## src/rtl/hello_pkg.sv

```systemverilog
// rtl/hello_pkg.sv - shared character codes, segment patterns and capture FSM states
//
// Purpose: constants shared by the HELLO display encoder side and the segment
//          capture side, so both agree on the code <-> pattern mapping.
// Ports:   none (package).

package hello_pkg;

  // 3-bit character codes as laid out on the switch bank
  localparam logic [2:0] CH_H     = 3'b000;
  localparam logic [2:0] CH_E     = 3'b001;
  localparam logic [2:0] CH_L     = 3'b010;
  localparam logic [2:0] CH_O     = 3'b011;
  localparam logic [2:0] CH_BLANK = 3'b111;

  // Active-low 7-segment patterns, bit order {g,f,e,d,c,b,a}
  localparam logic [6:0] SEG_H     = 7'b0001001;
  localparam logic [6:0] SEG_E     = 7'b0000110;
  localparam logic [6:0] SEG_L     = 7'b1000111;
  localparam logic [6:0] SEG_O     = 7'b1000000;
  localparam logic [6:0] SEG_BLANK = 7'b1111111;

  // Capture FSM states
  typedef enum logic [1:0] {
    ST_IDLE = 2'd0,
    ST_FILL = 2'd1,
    ST_HOLD = 2'd2
  } cap_state_t;

endpackage

```

## src/rtl/seg_to_char.sv

```systemverilog
// rtl/seg_to_char.sv - combinational 7-segment pattern to character code decoder
//
// Purpose: inverse of the display encoder for the five legal patterns; any other
//          pattern decodes to blank and raises bad.
// Ports:
//   seg   in  7  active-low pattern {g,f,e,d,c,b,a}
//   code  out 3  character code
//   bad   out 1  pattern was not one of the legal five

module seg_to_char
  import hello_pkg::*;
(
  input  logic [6:0] seg,
  output logic [2:0] code,
  output logic       bad
);

  always_comb begin
    code = CH_BLANK;
    bad  = 1'b0;
    case (seg)
      SEG_H:     code = CH_H;
      SEG_E:     code = CH_E;
      SEG_L:     code = CH_L;
      SEG_O:     code = CH_O;
      SEG_BLANK: code = CH_BLANK;
      default: begin
        // Unknown glyphs are shown as blank so the word layout is kept intact
        code = CH_BLANK;
        bad  = 1'b1;
      end
    endcase
  end

endmodule

```

## src/rtl/seg_char_capture.sv

```systemverilog
// rtl/seg_char_capture.sv - captures a stream of segment patterns into a packed character word
//
// Purpose: accepts active-low 7-segment patterns under a valid/ready handshake,
//          decodes each to a 3-bit code and shifts it into an 18-bit word (first
//          character ends up in [17:15]). A full word is presented with word_valid
//          until word_ack.
// Optional feature: macro SEG_ERR_COUNT_EN adds the err_cnt port, a saturating
//          count of accepted bad patterns cleared only by RESET.
// Ports:
//   CLOCK_50   in   1   clock, rising edge
//   RESET      in   1   synchronous active-high reset
//   seg_in     in   7   segment pattern {g,f,e,d,c,b,a}, active-low
//   seg_valid  in   1   seg_in valid
//   seg_ready  out  1   block accepts seg_in this cycle
//   word_ack   in   1   consumer has taken chars_out
//   chars_out  out  18  packed character codes
//   word_valid out  1   chars_out holds a complete word
//   bad_char   out  1   sticky bad-pattern flag for the current word
//   char_cnt   out  3   characters accepted in the current word
//   err_cnt    out  8   (SEG_ERR_COUNT_EN only) saturating bad-pattern count

module seg_char_capture
  import hello_pkg::*;
#(
  parameter int NUM_CHARS = 6,
  parameter int CHAR_W    = 3
) (
  input  logic                        CLOCK_50,
  input  logic                        RESET,
  input  logic [6:0]                  seg_in,
  input  logic                        seg_valid,
  output logic                        seg_ready,
  input  logic                        word_ack,
  output logic [NUM_CHARS*CHAR_W-1:0] chars_out,
  output logic                        word_valid,
  output logic                        bad_char,
  output logic [2:0]                  char_cnt
`ifdef SEG_ERR_COUNT_EN
  ,
  output logic [7:0]                  err_cnt
`endif
);

  localparam int WORD_W = NUM_CHARS * CHAR_W;

  cap_state_t state;
  logic [2:0] dec_code;
  logic       dec_bad;
  logic       xfer;

  seg_to_char u_dec (
    .seg  (seg_in),
    .code (dec_code),
    .bad  (dec_bad)
  );

  // seg_ready is a register that is only ever low in HOLD, so this is the
  // handshake for IDLE and FILL alike.
  assign xfer = seg_valid & seg_ready;

  always_ff @(posedge CLOCK_50) begin
    if (RESET) begin
      state      <= ST_IDLE;
      seg_ready  <= 1'b1;
      word_valid <= 1'b0;
      bad_char   <= 1'b0;
      char_cnt   <= 3'd0;
      chars_out  <= '1;
    end else begin
      case (state)
        ST_IDLE: begin
          if (xfer) begin
            chars_out <= {chars_out[WORD_W-CHAR_W-1:0], dec_code};
            char_cnt  <= 3'd1;
            // New word: the previous word's flag is dropped here, not at ack,
            // so the consumer can still read it after acknowledging.
            bad_char  <= dec_bad;
            state     <= ST_FILL;
          end
        end
        ST_FILL: begin
          if (xfer) begin
            chars_out <= {chars_out[WORD_W-CHAR_W-1:0], dec_code};
            char_cnt  <= char_cnt + 3'd1;
            bad_char  <= bad_char | dec_bad;
            if (char_cnt == 3'(NUM_CHARS - 1)) begin
              state      <= ST_HOLD;
              seg_ready  <= 1'b0;
              word_valid <= 1'b1;
            end
          end
        end
        ST_HOLD: begin
          if (word_ack) begin
            state      <= ST_IDLE;
            seg_ready  <= 1'b1;
            word_valid <= 1'b0;
            char_cnt   <= 3'd0;
          end
        end
        default: begin
          state      <= ST_IDLE;
          seg_ready  <= 1'b1;
          word_valid <= 1'b0;
          char_cnt   <= 3'd0;
        end
      endcase
    end
  end

`ifdef SEG_ERR_COUNT_EN
  always_ff @(posedge CLOCK_50) begin
    if (RESET) begin
      err_cnt <= 8'd0;
    end else if (xfer && dec_bad && (err_cnt != 8'hFF)) begin
      err_cnt <= err_cnt + 8'd1;
    end
  end
`endif

endmodule

```

## config.mk

```make
export PLATFORM = sky130hd
export DESIGN_NAME = seg_char_capture
export DESIGN_NICKNAME = d
export VERILOG_FILES = /design/src/rtl/hello_pkg.sv /design/src/rtl/seg_to_char.sv /design/src/rtl/seg_char_capture.sv
export SDC_FILE = /design/constraint.sdc
export NUM_CORES = 1
export LEC_CHECK = 0
export ABC_CLOCK_PERIOD_IN_PS = 2950
export BUFFER_PORTS_ARGS = -buffer_cell sky130_fd_sc_hd__buf_2
export CAP_MARGIN = 20
export CORE_AREA = 5 5 46 67
export DETAILED_ROUTE_END_ITERATION = 8
export DIE_AREA = 0 0 51 72
export PLACE_DENSITY = 0.75
export RECOVER_POWER = 50
export SETUP_SLACK_MARGIN = 0.3
export SLEW_MARGIN = 20
export SYNTH_ARGS = -nofsm -noshare
export SYNTH_HDL_FRONTEND = slang
export SYNTH_SLANG_ARGS = --single-unit
export TNS_END_PERCENT = 1
```

## constraint.sdc

```tcl
create_clock -name CLOCK_50 -period 2.95 [get_ports CLOCK_50]
set_clock_uncertainty 0.05 [all_clocks]
set_input_delay 0.4425 -clock CLOCK_50 [delete_from_list [all_inputs] [get_ports CLOCK_50]]
set_output_delay 0.4425 -clock CLOCK_50 [all_outputs]
set_load 0.05 [all_outputs]
```

After elaboration in Yosys (flattened, before gate mapping)
Index checks and enable logic that the tools add are counted.
Widths: inputs -> output; s select.
{ "word_totals": {"ff_bits": 26, "input_bits": 11, "output_inout_bits": 24, "word_cells": 53} }
{ "classes": {"addsub": 1, "n_eq_ne": 12, "n_mux": 22, "bitwise_logic": 3, "n_reduce_logical": 9} }
{ "ops": {"columns": ["operator", "count"], "rows": [
  ["$eq 7x7->1 const B", 3],
  ["$pmux 3 s4", 1],
  ["$mux 1", 9],
  ["$mux 3", 3],
  ["$pmux 3 s3", 1],
  ["$mux 2", 4],
  ["$ne 2x2->1 const B", 4],
  ["$reduce_and 4->1", 2],
  ["$eq 7x3->1 const B", 1],
  ["$eq 7x4->1 const B", 1],
  ["$pmux 1 s3", 2],
  ["$pmux 2 s3", 1],
  ["$reduce_and 3->1", 2],
  ["$reduce_or 5->1", 1],
  ["$add 3x1->3 const B", 1],
  ["$eq 3x3->1 const B", 1],
  ["$eq 2x1->1 const B", 1],
  ["$eq 2x2->1 const B", 1],
  ["$logic_not 2->1", 1],
  ["$pmux 1 s2", 1],
  ["$reduce_and 2->1", 1],
  ["$reduce_bool 2->1", 1],
  ["$reduce_or 2->1", 1],
  ["$and 1x1->1", 1],
  ["2 further kinds", 2]
]} }

Longest topological paths before layout
Gate-level depths: netlist of the first run.
{ "depth": {"word_depth": 6, "depth_mapped": 6, "ltp_nobuf": 5} }

Cells and area by module
Synthesis of the first run repeated with hierarchy kept, for this count alone.
{ "hier_totals": {"cells_unflattened": 142, "area_unflattened_um2": 1177.4} }
{ "modules_own_cells": {"columns": ["module", "n_inst", "cells_per_inst", "area_per_inst_um2", "seq_area_each_um2"], "rows": [
  ["seg_char_capture", 1, 125, 1054.8, 520.5],
  ["seg_to_char", 1, 17, 122.6, 0.0]
]} }

Least setup slack after synthesis of the first run
OpenSTA, ideal clock, no wires.
{ "synth_path": {"path_kind": "register to register", "from": "reg seg_ready", "to": "reg seg_ready", "setup_time_ns": 0.120, "arrival_time_ns": 1.533, "required_time_ns": 2.780, "path_slack_ns": 1.247, "stages_incl_launch_ff": 6, "path_buffers": 1, "synth_period_minus_slack_ns": 1.703, "cell_sequence": "dfxtp_1 > and3b_1 > clkbuf_2 > or2_2 > nand4_1 > a211o_1"} }
{ "synth_via": {"elab_chain_len": 3} }
{ "synth_lines": {"columns": ["item", "line", "text"], "rows": [
  ["start, declared", "seg_char_capture.sv:32", "output logic seg_ready,"],
  ["start signal, assigned", "seg_char_capture.sv:64", "seg_ready <= 1'b1;"],
  ["start signal, assigned", "seg_char_capture.sv:88", "seg_ready <= 1'b0;"],
  ["start signal, assigned", "seg_char_capture.sv:96", "seg_ready <= 1'b1;"],
  ["$and 1x1->1", "seg_char_capture.sv:59", "assign xfer = seg_valid & seg_ready;"],
  ["$ne 2x2->1 (no source line)", null, null],
  ["$reduce_and 4->1 (no source line)", null, null]
]} }
Every way passes these cells.
A chain may end at the register's enable or synchronous reset.

Worst setup path in the final report of the first run
{ "layout_path": {"from": "reg state[1]", "to": "reg seg_ready"} }
{ "layout_via": {"elab_chain_len": 3, "elab_cells_between_ends": 9, "cone_classes": "eq/ne: 5; mux: 1; bitwise: 1; reduce/logical: 2"} }
{ "layout_lines": {"columns": ["item", "line", "text"], "rows": [
  ["start, declared", "seg_char_capture.sv:46", "cap_state_t state;"],
  ["start signal, assigned", "seg_char_capture.sv:63", "state <= ST_IDLE;"],
  ["start signal, assigned", "seg_char_capture.sv:78", "state <= ST_FILL;"],
  ["start signal, assigned", "seg_char_capture.sv:87", "state <= ST_HOLD;"],
  ["$eq 2x1->1, or another cell as far along", "seg_char_capture.sv:70", "case (state)"],
  ["$ne 2x2->1 (no source line) or $not 1->1 (tied branches)", null, null],
  ["$reduce_and 4->1 (no source line)", null, null]
]} }
Parallel ways exist; a longest one is shown, timed or not.

==> results by group, run 1 <==
Clock tree
  • Clk sink count: 26
  • # hold bufs at CTS: 0
  • Worst skew pair latency: 0.32 ns
  • Post-CTS Setup Repair Bufs: 0
  • Post_cts resized: 0
  • CTS Buf Count: 3
  • Htree depth: 1
  • Clock Path Buffers: 2
  • Worst-path clk slew: 0.13 ns
  • Root Buffer: clkbuf_4
  • CTS tree: yes

Synth
  • FF+latch count, synth: 26
  • Top FF cell, synth: dfxtp_1
  • Warnings, synthesis: 0
  • Post-synth cell types: 33
  • EDFF count, synth: 0
  • Syn_nets: 149
  • Mean post-synth cell area: 8.418 um2
  • Synth Instances: 136
  • Asr flop ratio synth: 0%
  • Mapped Area: 0.001145 mm2
  • Sequential fraction of the synthesis area: 45.46%

Finish
  • Diodes inserted: 0
  • Final net count: 180
  • Share of layout cells above drive strength 1: 11.45%
  • Final Cell Area: 0.001319 mm2
  • Fin util: 53.83%
  • Area Growth Syn to Fin: 15.19%
  • Filler cells: 247

GRT
  • Global-route wire length before repair: 3753 um
  • GRT Resource Usage Total: 12.99%
  • Number of global-route vias before repair: 906
  • Initial antenna violation count: 0
  • Largest net degree at the start of global routing: 28
  • Total grt overflow: 0

STA
  • Setup TNS: 0 ns
  • Fin crit share: 65.13%
  • Fin worst setup slack: 1.029 ns
  • RSZ-0062 raised after global routing: no
  • Final hold violations: 0
  • Setup violators final: 0
  • Fmax: 520.5 MHz
  • Slew @ Worst Pin: 0.7519 ns
  • Final Max Tran Viols: 0
  • Slew Limit Headroom: 49.73%
  • Tmin final: 1.921 ns

Route
  • Iter 0 DRT Violations: 23
  • WL final: 2335 um
  • First-pass DRT Iterations: 4
  • Routed vias/inst: 5.379
  • DRT antenna net count: 0
  • Vias: 1022
  • # DRC: 0
  • Routed len/inst: 12.29 um

Floorplan
  • Initial Util: 46.73%
  • Die height: 72 um
  • Num rows: 22
  • Core ar.: 0.002450 mm2
  • Die Wd: 51 um
  • Io pins: 35
  • DIE AREA: 0.003672 mm2

Setup path
  • Setup crit end kind: flip-flop
  • CP max FO: 24
  • Kind of critical path: flip-flop to flip-flop
  • Critical path startpoint category: flip-flop
  • Worst EP required: 3.12 ns
  • Worst path arrival time: 2.09 ns
  • Crit path cell chain: and3b_1 > or2_2 > nand4_1 > a211o_1
  • CP max stage cell: and3b_1
  • Max stage delay on crit path: 0.72 ns

Placement
  • GPL Wtd Cong: 0.7700
  • DP Area: 0.001310 mm2
  • Detailed placer's ending HPWL: 1687 um
  • Worst slack at placement: 0.9124 ns
  • Input/output buffers: 34

Flow run
  • Max Cap Viol: 0

Pwr
  • Worst vdd ir: 0.0002673 V
  • Power consumption: 0.6939 mW
  • PwrDens: 526.2 mW/mm2
  • LEAKAGE: 0.5490 nW

Outcome
  • Outcome: finished clean

Worst hold path
  • Hold Path Class: flip-flop to flip-flop
critical path: cells and delay by family (launching register included):
kind	cells	cell delay [ns]
AND/OR/NAND/NOR	3	1.09
AO/OA/AOI/OAI	1	0.31
flip-flops	1	0.39
worst paths after layout:
check             start          to  slack (ns)  cells after the start
max            state[1]   seg_ready        1.03                      4
min          word_valid  word_valid        0.42                      2
max reg2reg    state[1]   seg_ready        1.03                      4
min reg2reg  word_valid  word_valid        0.42                      2
cell usage after synthesis (2+ instances only):
library cell,number,area [um2]
a211oi_1,2,15.01
a21oi_1,5,25.02
a31oi_1,2,12.51
a41oi_1,2,17.52
buf_2,3,15.01
clkbuf_1,3,11.26
dfxtp_1,26,520.5
ha_1,2,25.02
inv_1,3,11.26
nand2_1,33,123.9
nand3_1,2,10.01
nand3b_1,18,135.1
nor2_1,9,33.78
nor3_1,3,15.01
nor3b_1,2,15.01
nor4b_1,2,17.52
or2_2,2,12.51
or4b_1,2,20.02
metal layers:
layer / part of all wire, % / global-route usage [%] / wire length [um]
met2: 49 / 23.10 / 1138
met3: 4.5 / 1.027 / 104
met4: 2.2 / 8.084 / 51
met1: 45 / 14.62 / 1041
met5: 0 / 0 / 0
report_power, final:
group	internal (mW)	switching [mW]	total, mW	leakage (nW)
combinational	0.0352	0.0990	0.134	0.314
clock	0.0754	0.102	0.177	0.0210
sequential	0.369	0.0140	0.383	0.214
flip-flops by register name, indices dropped and copies added (netlist names):
name,count
state,2
seg_ready,1
word_valid,1
bad_char,1
char_cnt,3
chars_out,18
logic make-up after synthesis:
logic type               synth area share [%]
AND/OR/NAND/NOR                         36.61
flip-flops                              45.46
AO/OA/AOI/OAI                           10.93
buffers and inverters                   4.042
adder cells (fa/ha/maj)                 2.185
XOR/XNOR                               0.7652
through the flow:
stage	std cells	hold WS [ns]
3_3_place_gp	186	0.3944
3_5_place_dp	186	0.4001
6_report	190	0.4178
2_1_floorplan	136	0.5192
4_1_cts	190	0.4185
5_1_grt	190	0.4284
cell type report:
class	instances	area, um2	area share (%)
multi-input cells	99	578.1	43.83
repair buffers	34	142.6	10.82
inverters	3	11.26	0.8539
well taps	24	30.03	2.277
flip-flops and latches	26	520.5	39.47
clock buffers	4	36.28	2.751
placed cells by master, fill, tap and decap left out, types with 3 or more instances in the layout:
master,count
clkbuf_1,22
inv_1,3
clkbuf_4,3
a21oi_1,5
buf_2,12
nor3_1,3
nand3b_1,18
nand2_1,33
nor2_1,9
dfxtp_1,26
(Power assumes the default switching activity.)
==> run 2: changes to the inputs <==
- ABC_CLOCK_PERIOD_IN_PS: 2950 -> 1900
- CORE_AREA: 5 5 46 67 -> 5 5 46 68
- DIE_AREA: 0 0 51 72 -> 0 0 51 73
- PLACE_DENSITY: 0.75 -> 0.73
- clock period: 2.95 -> 1.9 ns (I/O delays scaled with it)
==> results by group, run 2 (synthesized netlist as in run 1, its figures left out) <==
Outcome
  • Outcome: finished clean

Setup path
  • Max stage delay on crit path: 0.43 ns (-0.29 ns)
  • Setup crit end kind: flip-flop
  • Crit path buffers/inverters: 1 (+1)
  • CP top delay family: simple AND/OR/NAND/NOR gates
  • Kind of critical path: flip-flop to flip-flop
  • Crit path cell chain: and3b_1 > clkbuf_2 > nor2_1 > a31oi_1 > or2_2
  • CP max stage cell: dfxtp_1
  • Worst path arrival time: 1.70 ns (-0.39 ns)
  • CP max FO: 23 (-4.2%)
  • Worst EP required: 2.01 ns (-1.11 ns)
  • Critical path startpoint category: flip-flop

Route
  • Routed vias/inst: 5.503 (+2.3%)
  • Vias: 1062 (+3.9%)
  • # DRC: 0 (unchanged)
  • Iter 0 DRT Violations: 13 (-43%)
  • DRT antenna net count: 0 (unchanged)
  • WL final: 2503 um (+7.2%)
  • Routed len/inst: 12.97 um (+5.5%)
  • First-pass DRT Iterations: 4 (unchanged)

Placement
  • GPL Wtd Cong: 0.7899 (+2.6%)
  • Detailed placer's ending HPWL: 1890 um (+12%)
  • Input/output buffers: 34 (unchanged)
  • Worst slack at placement: 0.3273 ns (-0.5851 ns)
  • Dpl cells: 189 (+1.6%)
  • DP Area: 0.001328 mm2 (+1.3%)

STA
  • Fin worst setup slack: 0.3014 ns (-0.7272 ns)
  • Final Max Tran Viols: 0 (unchanged)
  • Hold_ws: 0.3306 ns (-0.08719 ns)
  • Tmin final: 1.599 ns (-0.3228 ns)
  • RSZ-0062 raised after global routing: no
  • Fmax: 625.6 MHz (+20%)
  • Fin crit share: 84.13% (+19 points)
  • Slew @ Worst Pin: 0.6144 ns (-0.1375 ns)
  • Setup TNS: 0 ns (unchanged)
  • Final hold violations: 0 (unchanged)
  • Setup violators final: 0 (unchanged)
  • Slew Limit Headroom: 59.22% (+9.5 points)

Finish
  • Most frequent cells in the layout: nand2_1 (33), dfxtp_1 (25), buf_2 (24), nand3b_1 (18), clkbuf_1 (10)
  • Top flop regs: chars_out: 18 flops, char_cnt: 3 flops, state: 2 flops
  • Area Growth Syn to Fin: 19.45%
  • Final Cell Area: 0.001368 mm2 (+3.7%)
  • Diodes inserted: 0 (unchanged)
  • Final net count: 182 (+1.1%)
  • Share of layout cells above drive strength 1: 20.24% (+8.8 points)
  • Final Non-Filler Cells: 193 (+1.6%)
  • Max reg flops: 18 (unchanged)
  • Fin util: 53.40% (-0.44 points)
  • Biggest register: chars_out
  • Commonest non-fill, non-tap cell in the layout: nand2_1

Flow run
  • Max Cap Viol: 0 (unchanged)

Pwr
  • Sequential share of power: 51.4% (-3.7 points)
  • Comb power frac: 18.8% (-0.5 points)
  • Power consumption: 1.152 mW (+66%)
  • LEAKAGE: 0.5864 nW (+6.8%)
  • Clock share of power: 29.8% (+4.3 points)
  • PwrDens: 842.7 mW/mm2 (+60%)
  • Sw Pwr: 0.3361 mW (+57%)
  • Worst vdd ir: 0.0004135 V (+55%)
  • Switch share: 29.16% (-1.8 points)
  • Pint: 0.8163 mW (+70%)

Clock tree
  • Post-CTS Setup Repair Bufs: 0 (unchanged)
  • Worst skew pair latency: 0.26 ns (-0.06 ns)
  • Htree depth: 1 (unchanged)
  • CTS tree: yes
  • Clk sink count: 26 (unchanged)
  • Root Buffer: clkbuf_8
  • Worst-path clk slew: 0.08 ns (-0.05 ns)
  • Post_cts resized: 0 (unchanged)
  • Clock Path Buffers: 2 (unchanged)
  • CTS Buf Count: 3 (unchanged)
  • # hold bufs at CTS: 0 (unchanged)

GRT
  • Number of global-route vias before repair: 995 (+9.8%)
  • Met1 Use GR: 15.06% (+0.45 points)
  • Largest net degree at the start of global routing: 28 (unchanged)
  • Global routing's busiest layer: met2
  • Total grt overflow: 0 (unchanged)
  • Initial antenna violation count: 0 (unchanged)
  • Grt met2 use: 26.83% (+3.7 points)
  • Global-route wire length before repair: 4133 um (+10%)
  • GRT Resource Usage Total: 14.10% (+1.1 points)
  • GR Util met3: 2.249% (+1.2 points)

Floorplan
  • Num rows: 23 (+4.5%)
  • Die Wd: 51 um (unchanged)
  • Die height: 73 um (+1.4%)
  • Initial Util: 44.70% (-2.0 points)
  • DIE AREA: 0.003723 mm2 (+1.4%)
  • Core ar.: 0.002561 mm2 (+4.5%)
  • Io pins: 35 (unchanged)

Worst hold path
  • Hold Path Class: input pin to flip-flop
-- run 2: cell type report --
| cell class | instances | area, um2 |
|---|---|---|
| fillers | 273 | 1194 |
| repair buffers | 36 | 170.2 |
| inverters | 3 | 11.26 |
| multi-input cells | 99 | 578.1 |
| clock buffers | 4 | 55.05 |
| well taps | 25 | 31.28 |
| flip-flops and latches | 26 | 521.8 |
-- run 2: power groups by stage --
stage	Sequential, mW	Clock [mW]	Combinational [mW]
floorplan	0.689	0	0.0791
global placement	0.603	0	0.217
detailed placement	0.605	0	0.222
CTS	0.592	0.360	0.223
global route	0.597	0.385	0.233
finish	0.592	0.343	0.217
-- run 2: path summary, 6_finish.rpt --
path            startpoint       endpoint  cells past startpoint  slack [ns]
max reg2reg       state[1]   chars_out[1]                      5        0.30
min reg2reg  chars_out[15]  chars_out[15]                      2        0.43
max               state[1]   chars_out[1]                      5        0.30
min               word_ack     word_valid                      3        0.33
-- run 2: layer usage --
layer	routed length, um	vias up
li1	-	536
met1	1032	501
met2	1314	23
met3	133	2
met4	23	0
met5	0	-
-- run 2: worst reg2reg max path, cell delays in order (launching register included) --
cell and delay [ns]:
dfxtp_1 0.43, and3b_1 0.21, clkbuf_2 0.30, nor2_1 0.18, a31oi_1 0.05, or2_2 0.28
